File: src/rtl/arp_receiver.sv
// ARP frame receiver: validates an Ethernet/ARP header byte stream against the local
// MAC/IP, checks the CRC-32 FCS and length, and reports the sender of accepted frames.
module arp_receiver #(
    parameter logic [47:0] LOCAL_MAC = 48'h000000000000,
    parameter logic [31:0] LOCAL_IP  = 32'h00000000
) (
    input  logic        clk,
    input  logic        clr,
    input  logic        rx_en,
    input  logic [7:0]  rx_data,
    input  logic        rx_last,
    output logic        arp_valid,
    output logic        arp_is_req,
    output logic [47:0] peer_mac,
    output logic [31:0] peer_ip,
    output logic        drop
);

    typedef enum logic [1:0] {IDLE, HDR, TAIL, DROP} state_t;

    state_t      state_q, state_d;
    logic [10:0] n_q, n_d;
    logic [31:0] crc_q, crc_d;
    logic [47:0] sha_q, sha_d;
    logic [31:0] spa_q, spa_d;
    logic        req_q, req_d;
    logic        bc_q, bc_d;
    logic        uc_q, uc_d;
    logic        arp_valid_q, arp_valid_d;
    logic        drop_q, drop_d;
    logic        is_req_q, is_req_d;
    logic [47:0] peer_mac_q, peer_mac_d;
    logic [31:0] peer_ip_q, peer_ip_d;

    logic [31:0] crc_next;
    logic [7:0]  mac_byte;
    logic [7:0]  ip_byte;
    logic        field_ok;
    logic        bc_now;
    logic        uc_now;

    function automatic logic [31:0] crc_byte(input logic [31:0] c, input logic [7:0] d);
        logic [31:0] r;
        r = c;
        for (int i = 0; i < 8; i++) begin
            r = (r[0] ^ d[i]) ? ((r >> 1) ^ 32'hEDB88320) : (r >> 1);
        end
        return r;
    endfunction

    // Local address byte expected at the current header position.
    always_comb begin
        case (n_q[2:0])
            3'd0:    mac_byte = LOCAL_MAC[47:40];
            3'd1:    mac_byte = LOCAL_MAC[39:32];
            3'd2:    mac_byte = LOCAL_MAC[31:24];
            3'd3:    mac_byte = LOCAL_MAC[23:16];
            3'd4:    mac_byte = LOCAL_MAC[15:8];
            3'd5:    mac_byte = LOCAL_MAC[7:0];
            default: mac_byte = 8'h00;
        endcase
        case (n_q[1:0])
            2'd2:    ip_byte = LOCAL_IP[31:24];
            2'd3:    ip_byte = LOCAL_IP[23:16];
            2'd0:    ip_byte = LOCAL_IP[15:8];
            default: ip_byte = LOCAL_IP[7:0];
        endcase
    end

    always_comb begin
        state_d     = state_q;
        n_d         = n_q;
        crc_d       = crc_q;
        sha_d       = sha_q;
        spa_d       = spa_q;
        req_d       = req_q;
        bc_d        = bc_q;
        uc_d        = uc_q;
        arp_valid_d = 1'b0;
        drop_d      = 1'b0;
        is_req_d    = is_req_q;
        peer_mac_d  = peer_mac_q;
        peer_ip_d   = peer_ip_q;
        crc_next    = crc_byte(crc_q, rx_data);
        field_ok    = 1'b1;
        bc_now      = bc_q;
        uc_now      = uc_q;

        if (rx_en) begin
            crc_d = crc_next;
            n_d   = (n_q == 11'd2047) ? n_q : n_q + 11'd1;

            // IDLE consumes the first byte exactly like HDR at n0.
            if (state_q == IDLE || state_q == HDR) begin
                case (n_q)
                    11'd0, 11'd1, 11'd2, 11'd3, 11'd4, 11'd5: begin
                        bc_now   = bc_q && (rx_data == 8'hFF);
                        uc_now   = uc_q && (rx_data == mac_byte);
                        bc_d     = bc_now;
                        uc_d     = uc_now;
                        field_ok = bc_now || uc_now;
                    end
                    11'd12: field_ok = (rx_data == 8'h08);
                    11'd13: field_ok = (rx_data == 8'h06);
                    11'd14: field_ok = (rx_data == 8'h00);
                    11'd15: field_ok = (rx_data == 8'h01);
                    11'd16: field_ok = (rx_data == 8'h08);
                    11'd17: field_ok = (rx_data == 8'h00);
                    11'd18: field_ok = (rx_data == 8'h06);
                    11'd19: field_ok = (rx_data == 8'h04);
                    11'd20: field_ok = (rx_data == 8'h00);
                    11'd21: begin
                        field_ok = (rx_data == 8'h01) || (rx_data == 8'h02);
                        req_d    = (rx_data == 8'h01);
                    end
                    11'd22, 11'd23, 11'd24, 11'd25, 11'd26, 11'd27:
                        sha_d = {sha_q[39:0], rx_data};
                    11'd28, 11'd29, 11'd30, 11'd31:
                        spa_d = {spa_q[23:0], rx_data};
                    11'd38, 11'd39, 11'd40, 11'd41:
                        field_ok = (rx_data == ip_byte);
                    default: ;
                endcase
                if (!field_ok) begin
                    state_d = DROP;
                end else if (n_q == 11'd41) begin
                    state_d = TAIL;
                end else begin
                    state_d = HDR;
                end
            end

            // A valid FCS leaves the characteristic CRC residue; length 64..1518 means n 63..1517.
            if (rx_last) begin
                if (state_q == TAIL && crc_next == 32'hDEBB20E3 &&
                    n_q >= 11'd63 && n_q <= 11'd1517) begin
                    arp_valid_d = 1'b1;
                    is_req_d    = req_q;
                    peer_mac_d  = sha_q;
                    peer_ip_d   = spa_q;
                end else begin
                    drop_d = 1'b1;
                end
                state_d = IDLE;
                n_d     = 11'd0;
                crc_d   = 32'hFFFFFFFF;
                bc_d    = 1'b1;
                uc_d    = 1'b1;
            end
        end
    end

    always_ff @(posedge clk) begin
        if (clr) begin
            state_q     <= IDLE;
            n_q         <= 11'd0;
            crc_q       <= 32'hFFFFFFFF;
            sha_q       <= 48'h0;
            spa_q       <= 32'h0;
            req_q       <= 1'b0;
            bc_q        <= 1'b1;
            uc_q        <= 1'b1;
            arp_valid_q <= 1'b0;
            drop_q      <= 1'b0;
            is_req_q    <= 1'b0;
            peer_mac_q  <= 48'h0;
            peer_ip_q   <= 32'h0;
        end else begin
            state_q     <= state_d;
            n_q         <= n_d;
            crc_q       <= crc_d;
            sha_q       <= sha_d;
            spa_q       <= spa_d;
            req_q       <= req_d;
            bc_q        <= bc_d;
            uc_q        <= uc_d;
            arp_valid_q <= arp_valid_d;
            drop_q      <= drop_d;
            is_req_q    <= is_req_d;
            peer_mac_q  <= peer_mac_d;
            peer_ip_q   <= peer_ip_d;
        end
    end

    assign arp_valid  = arp_valid_q;
    assign drop       = drop_q;
    assign arp_is_req = is_req_q;
    assign peer_mac   = peer_mac_q;
    assign peer_ip    = peer_ip_q;

endmodule

File: config.mk
export PLATFORM = sky130hd
export DESIGN_NAME = arp_receiver
export DESIGN_NICKNAME = d
export VERILOG_FILES = /design/src/rtl/arp_receiver.sv
export SDC_FILE = /design/constraint.sdc
export NUM_CORES = 1
export LEC_CHECK = 0
export ABC_AREA = 0
export BUFFER_PORTS_ARGS = -buffer_cell sky130_fd_sc_hd__buf_4
export CAP_MARGIN = 5
export CELL_PAD_IN_SITES_DETAIL_PLACEMENT = 2
export CELL_PAD_IN_SITES_GLOBAL_PLACEMENT = 2
export CORE_ASPECT_RATIO = 1.2
export CORE_MARGIN = 1
export CORE_UTILIZATION = 33
export CTS_CLUSTER_DIAMETER = 40
export DETAILED_ROUTE_END_ITERATION = 16
export PLACE_DENSITY_LB_ADDON = 0.08
export SYNTH_ARGS = -nofsm -noshare
export SYNTH_HDL_FRONTEND = slang
export SYNTH_SLANG_ARGS = --single-unit
export TNS_END_PERCENT = 50
File: constraint.sdc
create_clock -name clk -period 3.4 [get_ports clk]
set_input_delay 0.85 -clock clk [delete_from_list [all_inputs] [get_ports clk]]
set_output_delay 0.85 -clock clk [all_outputs]
set_load 0.01 [all_outputs]
# After elaboration in Yosys (flattened, before gate mapping)
# Cells that the tools add are included.
[op_classes]
addsub = 1
n_lt_le_gt_ge = 2
n_eq_ne = 40
n_mux = 26
bitwise = 18
reduce_logical = 27
[op_table]
columns = ["cell", "n"]
rows = [
  ["two-way mux 32 bit", 9],
  ["equality test 11 x 5 -> 1 bit (second input constant)", 16],
  ["inverter 13 -> 14 bit", 8],
  ["equality test 11 x 4 -> 1 bit (second input constant)", 4],
  ["equality test 11 x 6 -> 1 bit (second input constant)", 4],
  ["equality test 32 bit (second input constant)", 1],
  ["equality test 11 x 2 -> 1 bit (second input constant)", 2],
  ["equality test 11 x 3 -> 1 bit (second input constant)", 2],
  ["two-way mux 11 bit", 2],
  ["equality test 8 x 3 -> 1 bit (second input constant)", 2],
  ["AND reduction 3 bit", 5],
  ["OR reduction 6 bit", 2],
  ["adder 11 x 1 -> 11 bit (second input constant)", 1],
  ["equality test 11 x 1 -> 1 bit (second input constant)", 1],
  ["equality test 11 bit (second input constant)", 1],
  ["greater-or-equal comparator 11 x 6 -> 1 bit (second input constant)", 1],
  ["less-or-equal comparator 11 bit (second input constant)", 1],
  ["zero test 11 bit", 1],
  ["two-way mux 1 bit", 10],
  ["equality test 8 x 1 -> 1 bit (second input constant)", 1],
  ["equality test 8 x 2 -> 1 bit (second input constant)", 1],
  ["equality test 8 x 4 -> 1 bit (second input constant)", 1],
  ["equality test 8 bit (second input constant)", 1],
  ["zero test 8 bit", 1],
  ["other kinds (16)", 36],
]
[word_totals]
ff_bits = 211
in_bits = 12
wordCells = 127

# Depth between registers and ports, before layout
# Gate-level depths: netlist (run 1).
[logic_depth]
depth_word = 21
ltp_mapped = 14

# Worst setup path after synthesis (run 1)
# Ideal clock, no wire load.
[synth_path]
path_kind = "input port to flip-flop"
from = "input rx_data[0]"
to = "register is_req_q, in the netlist arp_is_req"
setup_time_ns = 0.072
t_arrival_ns = 3.436
required_time_ns = 3.328
setup_slack_ns = -0.108
stages = 10
path_buffers = 3
cell_sequence = "buf_6 xnor2_4 xor3_2 xnor3_2 mux2_4 nor4_1 nor4b_4 buf_12 buf_12 mux2i_1"
[synth_via]
elab_chain_len = 19
[synth_rtl]
columns = ["item", "line_no", "source"]
rows = [
  ["start: declaration", "10", "input logic [7:0] rx_data,"],
  ["XOR 1 bit *", "46", "r = (r[0] ^ d[i]) ? ((r >> 1) ^ 32'hEDB88320) : (r >> 1);"],
  ["two-way mux 32 bit * (2 in a row)", "46", ""],
  ["inverter 13 -> 14 bit (no line) or two-way mux 32 bit (tied branches)", "-", ""],
  ["two-way mux 32 bit *", "46", ""],
  ["inverter 13 -> 14 bit (no line) or two-way mux 32 bit (tied branches)", "-", ""],
  ["two-way mux 32 bit * (2 in a row)", "46", ""],
  ["inverter 13 -> 14 bit (no line) or two-way mux 32 bit (tied branches)", "-", ""],
  ["two-way mux 32 bit *", "46", ""],
  ["inverter 13 -> 14 bit (no line) or two-way mux 32 bit (tied branches)", "-", ""],
  ["two-way mux 32 bit *", "46", ""],
  ["inverter 13 -> 14 bit (no line)", "-", ""],
  ["two-way mux 32 bit *", "46", ""],
  ["equality test 32 bit *", "135", "if (state_q == TAIL && crc_next == 32'hDEBB20E3 &&"],
  ["logical AND 1 bit * (2 in a row)", "135", ""],
  ["logical AND 1 bit *", "136", "n_q >= 11'd63 && n_q <= 11'd1517) begin"],
  ["AND reduction 3 bit (no line) *", "-", ""],
  ["end signal: assignment", "179", "is_req_q <= is_req_d;"],
  ["end: declaration", "31", "logic is_req_q, is_req_d;"],
]
# Every way passes the cells marked *; elsewhere a longest branch is shown, timed or not.
# A chain may end at the register's enable or synchronous reset.

# Final worst setup path (run 1)
[layout_path]
from = "input rx_data[0]"
to = "register peer_mac_q[45], in the netlist peer_mac[45]"
[layout_via]
elab_chain_len = 19
[layout_rtl]
columns = ["item", "line_no", "source"]
rows = [
  ["XOR 1 bit *", "46", ""],
  ["two-way mux 32 bit * (2 in a row)", "46", ""],
  ["inverter 13 -> 14 bit (no line) or two-way mux 32 bit (tied branches)", "-", ""],
  ["two-way mux 32 bit *", "46", ""],
  ["inverter 13 -> 14 bit (no line) or two-way mux 32 bit (tied branches)", "-", ""],
  ["two-way mux 32 bit * (2 in a row)", "46", ""],
  ["inverter 13 -> 14 bit (no line) or two-way mux 32 bit (tied branches)", "-", ""],
  ["two-way mux 32 bit *", "46", ""],
  ["inverter 13 -> 14 bit (no line) or two-way mux 32 bit (tied branches)", "-", ""],
  ["two-way mux 32 bit *", "46", ""],
  ["inverter 13 -> 14 bit (no line)", "-", ""],
  ["two-way mux 32 bit *", "46", ""],
  ["equality test 32 bit *", "135", ""],
  ["logical AND 1 bit * (2 in a row)", "135", ""],
  ["logical AND 1 bit *", "136", ""],
  ["AND reduction 3 bit (no line) *", "-", ""],
  ["end signal: assignment", "180", "peer_mac_q <= peer_mac_d;"],
  ["end: declaration", "32", "logic [47:0] peer_mac_q, peer_mac_d;"],
]
# Marks and branches as above.

==> summary.md, run 1 <==
| Metric | Value |
|---|---|
| Status | `finished, final reports clean` |
| LEAKAGE | `about 4.7 nW` |
| Final Non-Filler Cells | `roughly 1700` |
| Power density cells | `just over 700 mW/mm^2` |
| Worst Path Arrival | `3.59 ns` |
| Cell variety after synth | `a little under 70` |
| FF-to-FF path depth | `9` |
| Area grow syn2layout | `26.8%` |
| Hold Buf Count CTS | `0` |
| Routed Antenna Nets | `0` |
| Vias | `about 8000` |
| IO Port Bufs | `94` |
| Most common cell in the netlist | `nand2_1` |
| Tcrit/Tclk final | `0.929` |
| Die ar. | `0.0315 mm^2` |
| DRC | `0` |
| Multi-input gate area | `between 0.005 and 0.006 mm^2` |
| CTS tree | `done` |
| WS Path Type | `input pin to flip-flop` |
| GRT overflow | `0` |
| Vias in the first global route | `approximately 9000` |
| TritonRoute pass-1 iters | `4` |
| Initial antenna violation count | `0` |
| Largest area contributor in the netlist | `dfxtp_1` |
| Synth area leaders | `dfxtp_1, nand2_1, mux2i_1, or2b_1, nand2b_1` |
| Seq/Total Area, Yosys | `0.416` |
| HP Class | `flip-flop to flip-flop` |
| Register bit total from synthesis | `211` |
| Die height | `~190 um` |
| IO Count | `between 90 and 100` |
| Final Hold Fails | `0` |
| Worst R2R Start | `crc_q[6]$_SDFFE_PP1P_` |
| Worst R2R End | `peer_mac[45]$_SDFFE_PP0P_` |
| Worst hold margin | `approximately 0.45 ns` |
| Initial DRC count | `322` |
| Minimum clock period | `~3.2 ns` |
| Clk root buf | `clkbuf_16` |
| Syn Nets | `around 1200` |
| Synth warn | `0` |
| Skew final | `approximately 0.025 ns` |
| Synth cell count leaders | `nand2_1, dfxtp_1, a21oi_1` |
| Fill count | `between 3000 and 4000` |
| GPL Wtd Cong | `a little over 0.8` |
| Post-DP HPWL | `19.8 mm` |
| Largest net degree at the start of global routing | `approximately 130` |
| Max Fclk | `~320 MHz` |
| Slew HR | `0.416` |
| Worst skew pair latency | `between 0.5 and 0.6 ns` |
| Fraction of registers with async set/reset | `0` |
| Peak supply drop | `approximately 0.00046 V` |
| Internal reg-to-reg setup slack | `between 0.3 and 0.4 ns` |
| Per-cell routed wire length | `around 17 um` |
| Post-Synthesis Cells | `between 1000 and 1500` |
| Critical Path RT | `3.83 ns` |
| Diode count | `0` |
| CTS Buffer Depth | `3` |
| Max Slew Vio Count | `0` |
| Vias per std cell | `4.85` |
| Share of Yosys cell area claimed by the top area cell type | `0.416` |
| Startpoint types | `input pin` |
| Synthesized area | `0.0102 mm^2` |
| Post-synth EDFFs | `0` |
| Syn_area_per_cell | `between 8 and 9 um^2` |
| H-tree lvl count | `2` |
| First-pass GRT wire length | `~48 mm` |
| Num rows | `70` |
| Core area | `between 0.03 and 0.04 mm^2` |
| Placed cells | `approximately 1600` |
| Post-Route WL | `approximately 29 mm` |
| Register Area | `~0.0042 mm^2` |
| # Post-CTS Setup Buffers | `0` |
| WHS Path Cells | `2` |
| Final setup viols | `0` |
| CP Capture Type | `flip-flop` |
| Initial core utilization | `0.334` |
| Layout cells sized above 1 | `0.199` |
| Maxcap violations | `0` |
| Clk sinks | `~210` |
| Setup TNS | `0 ns` |
| Clk slew on worst S/H paths | `around 0.050 ns` |
| Number of buffers created by CTS | `38` |
| Total power | `between 9 and 10 mW` |
| Synth Flop Type | `dfxtp_1` |
| Worst slew pin tran | `between 0.8 and 0.9 ns` |
| Layout Nets | `between 1000 and 1500` |
| RSZ-0062 raised after global routing | `false` |
| Critical-path maximum fanout | `5` |
| GRT Util Overall | `0.192` |
| Die Span X | `162 um` |
| HP Start | `sha_q[46]$_SDFFE_PP0P_` |
| Final Util | `0.424` |
| Hold Path End | `sha_q[46]$_SDFFE_PP0P_` |
-- where the power goes --
| group | switching (mW) | leakage (nW) | total, mW | internal (mW) |
|---|---|---|---|---|
| sequential | 0.131 | 1.71 | 2.74 | 2.61 |
| clock | 1.33 | 0.656 | 3.97 | 2.65 |
| combinational | 1.19 | 2.35 | 2.43 | 1.25 |
-- cell type report --
type | count | share of cell area
well taps | 396 | 0.0385
clock buffers | 45 | 0.0806
clock inverters | 23 | 0.0232
multi-input cells | 844 | 0.423
flip-flops and latches | 211 | 0.328
inverters | 9 | 0.00262
repair buffers | 167 | 0.104
-- kinds of logic after synthesis --
| kind of cell | synth area share |
|---|---|
| AOI/OAI and AO/OA | 0.0890 |
| xor gates and xnor gates | 0.0862 |
| adders and majority gates | 0.00616 |
| buffers and inverters | 0.0506 |
| DFF | 0.416 |
| muxes | 0.0874 |
| and+or+nand+nor | 0.265 |
-- state kept, by name, indices dropped and copies added, names as in the netlist --
register,flops
req_q,1
bc_q,1
peer_ip,32
uc_q,1
state_q,2
arp_is_req,1
drop,1
sha_q,48
spa_q,32
n_q,11
peer_mac,48
crc_q,32
arp_valid,1
-- metrics by stage --
| stage | instance area (um^2) | worst slack (ns) |
|---|---|---|
| 6_report | 12900 | 0.242 |
| 5_1_grt | 12900 | 0.00855 |
| 4_1_cts | 12900 | 0.123 |
| 3_5_place_dp | 11500 | -0.402 |
| 3_3_place_gp | 11500 | -0.290 |
| 2_1_floorplan | 10200 | -0.0752 |
-- what timing repair did --
item,4_1_cts,5_1_grt
endpoints found under the hold margin,0,0
setup endpoints to repair,0,79
resized for setup,0,2
-- per-layer routing --
layer	GRT usage	vias up	part of all wire
met3	0.0297	46	0.026
li1	-	4046	-
met1	0.223	4023	0.42
met4	0.0559	0	0.020
met5	0	-	0
met2	0.358	114	0.53
-- cells in the final DEF (no fill, tap or decap), drive strengths merged, types with 4 or more instances in the layout --
cell type and count:
a21oi 93, and3b 5, and4 5, buf 167, bufinv 6, clkbuf 45
clkinv 8, dfxtp 211, ha 5, inv 15, mux2i 85, nand2 240
nand2b 86, nand3 8, nand4 8, nand4b 4, nor2 25, nor2b 7
nor3 6, nor3b 4, nor4 6, o211ai 5, o21ai 44, o21bai 4
or2 5, or2b 80, or4 4, xnor2 46, xnor3 6, xor2 23
-- worst max-delay path by stage --
stage	depth (start not counted)	endpoint	slack [ns]	start
after floorplan	10	arp_is_req$_SDFFE_PP0P_	-0.08	rx_data[3]
after global placement	10	peer_mac[2]$_SDFFE_PP0P_	-0.29	rx_data[5]
after detailed placement	10	peer_ip[25]$_SDFFE_PP0P_	-0.40	rx_data[5]
after CTS	9	peer_ip[25]$_SDFFE_PP0P_	0.12	crc_q[5]$_SDFFE_PP1P_
after global routing	11	peer_mac[45]$_SDFFE_PP0P_	0.009	rx_data[3]
final	10	peer_mac[45]$_SDFFE_PP0P_	0.24	rx_data[0]
-- worst max-delay path, stage by stage --
cell and delay, ns:
buf_4 0.13, xnor2_4 0.27, xnor3_1 0.41, or4b_1 0.48
a21boi_1 0.28, nand2_2 0.13, nor4b_4 0.38, buf_4 0.23
buf_4 0.18, mux2i_1 0.23
(Power assumes the default switching activity.)
==> run 2: changes to the inputs <==
Settings changed: BUFFER_PORTS_ARGS -buffer_cell sky130_fd_sc_hd__buf_4 to default, CORE_UTILIZATION 33 to 36, DONT_BUFFER_PORTS from default to 1.
==> run 2 against run 1 <==
Sequential power about the same. Critical endpoint is now peer_ip[1]$_SDFFE_PP0P_. Wire length down 3.9%. First-iteration DRC count down 2.2%. Global-route usage up 0.64 points. Clock-buffer cell count down 3. Worst hold slack worse by 0.011 ns. Non-clock buffer count down 127.
==> summary.md, run 2 (synthesized netlist as in run 1, its figures left out) <==
| Metric | Value |
|---|---|
| DP Area | `0.0106 mm^2 (-8.5%)` |
| Final Non-Filler Cells | `1549 (-8.6%)` |
| CP Capture Type | `flip-flop` |
| Initial DRC count | `315 (-2.2%)` |
| Worst hold margin | `0.441 ns (-0.0107 ns)` |
| Worst slew pin tran | `0.587 ns (-0.289 ns)` |
| Largest net degree at the start of global routing | `254 (+97%)` |
| Die Span X | `155 um (-4.2%)` |
| Initial antenna violation count | `0 (unchanged)` |
| Final Hold Fails | `0 (unchanged)` |
| Commonest non-fill, non-tap cell in the layout | `nand2_1` |
| Setup WS pre-CTS | `-0.0963 ns (+0.306 ns)` |
| Final Instance Area | `0.0118 mm^2 (-8.4%)` |
| Vias per std cell | `4.99 (+2.8%)` |
| Vias | `7734 (-6.0%)` |
| Initial core utilization | `0.365 (+0.0308)` |
| Clk sinks | `211 (unchanged)` |
| DRC | `0 (unchanged)` |
| Layout Nets | `1159 (-10%)` |
| GRT Util Overall | `0.199 (+0.00636)` |
| Total power | `8.68 mW (-5.1%)` |
| Routed Antenna Nets | `0 (unchanged)` |
| Layout cells sized above 1 | `0.109 (-0.0901)` |
| CTS Buffer Depth | `3 (unchanged)` |
| Num rows | `67 (-4.3%)` |
| Worst skew pair latency | `0.51 ns (-0.02 ns)` |
| Core area | `0.0278 mm^2 (-8.4%)` |
| Setup TNS | `0 ns (unchanged)` |
| # Post-CTS Setup Buffers | `0 (unchanged)` |
| Peak supply drop | `0.000545 V (+19%)` |
| Number of buffers created by CTS | `36 (-5.3%)` |
| Status | `finished, final reports clean` |
| Placed cells | `1483 (-8.9%)` |
| Max Slew Vio Count | `0 (unchanged)` |
| Skew final | `0.0128 ns (-0.0126 ns)` |
| First-pass GRT wire length | `45.3 mm (-6.5%)` |
| Clk root buf | `clkbuf_16` |
| Worst Path Arrival | `3.53 ns (-0.06 ns)` |
| Final setup viols | `0 (unchanged)` |
| GPL Wtd Cong | `0.799 (-2.1%)` |
| HP Start | `clr` |
| Hold Path End | `sha_q[16]$_SDFFE_PP0P_` |
| Minimum clock period | `3.12 ns (-0.0407 ns)` |
| Internal reg-to-reg setup slack | `0.28 ns (-0.05 ns)` |
| CTS tree | `done` |
| RSZ-0062 raised after global routing | `false` |
| TritonRoute pass-1 iters | `4 (unchanged)` |
| Power density cells | `735 mW/mm^2 (+3.6%)` |
| WHS Path Cells | `1 (-1)` |
| Startpoint types | `flip-flop` |
| # resized after CTS | `0 (unchanged)` |
| Critical-path maximum fanout | `17 (+12)` |
| Area grow syn2layout | `16.2%` |
| Post-Route WL | `28.2 mm (-3.9%)` |
| Final Util | `0.424 (about the same)` |
| Critical Path RT | `3.81 ns (-0.02 ns)` |
| H-tree lvl count | `2 (unchanged)` |
| Maxcap violations | `0 (unchanged)` |
| Max Fclk | `321 MHz (+1.3%)` |
| Slew HR | `0.606 (+0.190)` |
| Worst R2R Start | `crc_q[1]$_SDFFE_PP1P_` |
| Die height | `186 um (-4.2%)` |
| Diode count | `0 (unchanged)` |
| IO Port Bufs | `0 (-100%)` |
| Per-cell routed wire length | `18.2 um (+5.1%)` |
| FF-to-FF path depth | `10 (+1)` |
| LEAKAGE | `3.98 nW (-16%)` |
| GRT overflow | `0 (unchanged)` |
| IO Count | `95 (unchanged)` |
| Die ar. | `0.0289 mm^2 (-8.2%)` |
| Fin worst setup slack | `0.282 ns (+0.0407 ns)` |
| Hold Buf Count CTS | `0 (unchanged)` |
| Clk slew on worst S/H paths | `0.06 ns (about the same)` |
| Vias in the first global route | `8299 (-8.1%)` |
| WS Path Type | `flip-flop to flip-flop` |
| Worst R2R End | `peer_ip[1]$_SDFFE_PP0P_` |
| Commonest non-fill, non-tap cells in the layout | `nand2_1, dfxtp_1, a21oi_1` |
| Tcrit/Tclk final | `0.917 (-0.0120)` |
| HP Class | `input pin to flip-flop` |
| Post-DP HPWL | `18.9 mm (-4.7%)` |
==> run 2: layer usage <==
layer  global-route usage  part of all wire  vias to the layer above
li1                     -                 -                     3786
met1                0.230              0.42                     3777
met4               0.0690             0.025                        0
met5                    0                 0                        -
met2                0.359              0.51                      123
met3               0.0426             0.046                       48
==> run 2: how the worst max path moves through the flow <==
stage / from / endpoint
after global routing: crc_q[6]$_SDFFE_PP1P_ / peer_ip[1]$_SDFFE_PP0P_
after detailed placement: rx_data[1] / peer_ip[19]$_SDFFE_PP0P_
after floorplan: rx_data[3] / arp_is_req$_SDFFE_PP0P_
after global placement: rx_data[1] / peer_mac[9]$_SDFFE_PP0P_
after CTS: crc_q[1]$_SDFFE_PP1P_ / peer_ip[1]$_SDFFE_PP0P_
final: crc_q[1]$_SDFFE_PP1P_ / peer_ip[1]$_SDFFE_PP0P_
==> run 2: power breakdown <==
| group | total, mW | internal [mW] | switching (mW) |
|---|---|---|---|
| combinational | 2.23 | 1.12 | 1.11 |
| sequential | 2.73 | 2.60 | 0.128 |
| clock | 3.72 | 2.38 | 1.34 |
| total | 8.68 | 6.10 | 2.57 |
==> run 2: layout make-up <==
class	instances	area, um^2
fillers	3070	16000
multi-input cells	844	5440
flip-flops and latches	211	4220
clock buffers	42	965
well taps	379	474
repair buffers	40	388
clock inverters	24	282
inverters	9	33.8
==> run 2: critical path: stages (launching register included) <==
cell	delay, ns
dfxtp_1	0.46
xnor2_4	0.16
buf_4	0.22
xnor3_1	0.42
nor3b_2	0.24
a221oi_1	0.15
nor4_2	0.32
nor4b_4	0.34
buf_12	0.23
buf_12	0.19
mux2i_1	0.26
==> run 3: changes to the inputs <==
Settings changed: CORE_UTILIZATION 36 to 40.
Clock period 3.4 ns to 4 ns, I/O delays scaled along.
==> run 3 against run 2 <==
Critical path depth increased by 1. Setup slack improved by 0.34 ns. First-iteration DRC count decreased by 18%. Wire length decreased by 5.2%. Sequential power decreased by 15%. Cell count decreased by 5.2%. Critical endpoint is now peer_mac[19]$_SDFFE_PP0P_. Largest cell class unchanged.
==> summary.md, run 3 (synthesized netlist as in run 1, its figures left out) <==
| Metric | Value |
|---|---|
| Status | `finished, final reports clean` |
| Part of the power in registers | `0.339 (+0.024)` |
| Grt met1 use | `0.238 (+0.00750)` |
| Clock share of power | `0.399 (-0.029)` |
| Commonest non-fill, non-tap cell in the layout | `nand2_1` |
| TritonRoute pass-1 iters | `4 (unchanged)` |
| Clk root buf | `clkbuf_16` |
| Post-Route WL | `26.8 mm (-5.2%)` |
| Worst slew pin tran | `0.965 ns (+0.378 ns)` |
| First-pass GRT wire length | `43.8 mm (-3.3%)` |
| DRC | `0 (unchanged)` |
| DP Area | `0.0103 mm^2 (-2.3%)` |
| # resized after CTS | `0 (unchanged)` |
| Commonest non-fill, non-tap cells in the layout | `nand2_1, dfxtp_1, a21oi_1` |
| Slew HR | `0.356 (-0.250)` |
| Vias in the first global route | `8253 (-0.55%)` |
| Max Slew Vio Count | `0 (unchanged)` |
| RSZ-0062 raised after global routing | `false` |
| Final setup viols | `0 (unchanged)` |
| Worst Path Arrival | `3.84 ns (+0.31 ns)` |
| Minimum clock period | `roughly 3.4 ns` |
| CTS Buffer Depth | `3 (unchanged)` |
| Maxcap violations | `0 (unchanged)` |
| Hold Buf Count CTS | `0 (unchanged)` |
| Core area | `0.0248 mm^2 (-11%)` |
| Worst R2R End | `peer_mac[19]$_SDFFE_PP0P_` |
| Power density cells | `602 mW/mm^2 (-18%)` |
| FF-to-FF path depth | `11 (+1)` |
| Die height | `177 um (-5.1%)` |
| Critical-path maximum fanout | `26 (+9)` |
| CP Capture Type | `flip-flop` |
| Per-cell routed wire length | `18.2 um (about the same)` |
| Met2 usage | `0.395 (+0.0357)` |
| IO Port Bufs | `0 (unchanged)` |
| Met3 Use GR | `0.0307 (-0.0119)` |
| Vias | `7724 (-0.13%)` |
| Final Util | `0.457 (+0.0330)` |
| CTS tree | `done` |
| Skew final | `0.0139 ns (+0.00104 ns)` |
| Worst skew pair latency | `0.54 ns (+0.03 ns)` |
| GPL Wtd Cong | `0.790 (-1.2%)` |
| Startpoint types | `input pin` |
| Clk sinks | `211 (unchanged)` |
| GRT Util Overall | `0.207 (+0.00850)` |
| Num rows | `63 (-6.0%)` |
| Initial DRC count | `258 (-18%)` |
| Placed cells | `1413 (-4.7%)` |
| Post-DP HPWL | `17.9 mm (-5.2%)` |
| Final Instance Area | `0.0113 mm^2 (-3.8%)` |
| WS Path Type | `input pin to flip-flop` |
| LEAKAGE | `3.78 nW (-4.8%)` |
| Peak supply drop | `0.000333 V (-39%)` |
| Clk slew on worst S/H paths | `0.06 ns (about the same)` |
| Switching pwr | `2.01 mW (-22%)` |
| HP Class | `flip-flop to flip-flop` |
| Die Span X | `147 um (-5.1%)` |
| GR peak layer | `met2` |
| Cell Int Power | `4.83 mW (-21%)` |
| Max Fclk | `roughly 300 MHz` |
| Worst R2R Start | `crc_q[2]$_SDFFE_PP1P_` |
| Final Non-Filler Cells | `1469 (-5.2%)` |
| # Post-CTS Setup Buffers | `0 (unchanged)` |
| Initial antenna violation count | `0 (unchanged)` |
| GRT overflow | `0 (unchanged)` |
| Area grow syn2layout | `11.7%` |
| Number of buffers created by CTS | `30 (-17%)` |
| Layout Nets | `1137 (-1.9%)` |
| Tcrit/Tclk final | `0.845` |
| Diode count | `0 (unchanged)` |
| Initial core utilization | `0.409 (+0.0441)` |
| Crit path to | `peer_mac[19]$_SDFFE_PP0P_` |
| Internal reg-to-reg setup slack | `0.71 ns (+0.43 ns)` |
| Setup TNS | `0 ns (unchanged)` |
| IO Count | `95 (unchanged)` |
| H-tree lvl count | `1 (-1)` |
| Die ar. | `0.0260 mm^2 (-9.9%)` |
| Layout cells sized above 1 | `0.0848 (-0.0238)` |
| Largest net degree at the start of global routing | `254 (unchanged)` |
| Crit path from | `rx_data[2]` |
| Fill count | `2711 (-12%)` |
| Routed Antenna Nets | `0 (unchanged)` |
| Critical Path RT | `4.46 ns (+0.65 ns)` |
| Switching Fraction | `0.294 (-0.00307)` |
| Vias per std cell | `5.26 (+5.3%)` |
| Comb power frac | `0.262 (+0.005)` |
| Final Hold Fails | `0 (unchanged)` |
==> run 3: worst min-delay path by stage <==
stage / from / to / slack [ns] / depth (start not counted)
CTS: sha_q[40]$_SDFFE_PP0P_ / sha_q[40]$_SDFFE_PP0P_ / 0.45 / 2
global placement: sha_q[45]$_SDFFE_PP0P_ / sha_q[45]$_SDFFE_PP0P_ / 0.43 / 2
finish: sha_q[40]$_SDFFE_PP0P_ / sha_q[40]$_SDFFE_PP0P_ / 0.45 / 2
global route: sha_q[45]$_SDFFE_PP0P_ / sha_q[45]$_SDFFE_PP0P_ / 0.46 / 2
floorplan: sha_q[40]$_SDFFE_PP0P_ / sha_q[40]$_SDFFE_PP0P_ / 0.43 / 2
detailed placement: sha_q[40]$_SDFFE_PP0P_ / sha_q[40]$_SDFFE_PP0P_ / 0.44 / 2
==> run 3: power groups by stage <==
stage / sequential [mW] / clock, mW / combinational, mW
final: 2.32 / 2.72 / 1.79
after global routing: 2.34 / 2.89 / 1.97
after CTS: 2.32 / 2.79 / 1.81
after detailed placement: 2.37 / 0 / 1.79
after global placement: 2.36 / 0 / 1.74
after floorplan: 2.33 / 0 / 1.36
==> run 3: critical path, stage by stage <==
cell	delay (ns)
xnor2_1	0.66
buf_4	0.28
and3b_1	0.17
o211ai_1	0.11
nor4_1	0.34
buf_4	0.19
nand2_2	0.06
nor4b_4	0.36
buf_4	0.20
buf_12	0.21
mux2i_1	0.22
==> run 3: cell type report <==
cell class,count,area (um^2),share of cell area
flip-flops and latches,211,4220,0.372
clock buffers,40,840,0.0740
clock inverters,16,205,0.0181
repair buffers,24,205,0.0181
well taps,325,407,0.0358
multi-input cells,844,5440,0.479
inverters,9,33.8,0.00298
==> run 3: per-layer routing <==
layer / vias to the layer above / part of all wire / wire length (um)
met5: - / 0 / 0
met4: 0 / 0.019 / 512
met3: 43 / 0.034 / 899
met2: 107 / 0.52 / 14000
met1: 3829 / 0.42 / 11300
li1: 3745 / - / -
==> run 3: through the flow <==
| stage | worst slack, ns | hold WS, ns | power [mW] |
|---|---|---|---|
| 6_report | 0.618 | 0.447 | 6.83 |
| 5_1_grt | 0.452 | 0.464 | 7.19 |
| 4_1_cts | 0.651 | 0.447 | 6.93 |
| 3_5_place_dp | 0.103 | 0.439 | 4.16 |
| 3_3_place_gp | 0.179 | 0.434 | 4.11 |
| 2_1_floorplan | 0.342 | 0.431 | 3.69 |
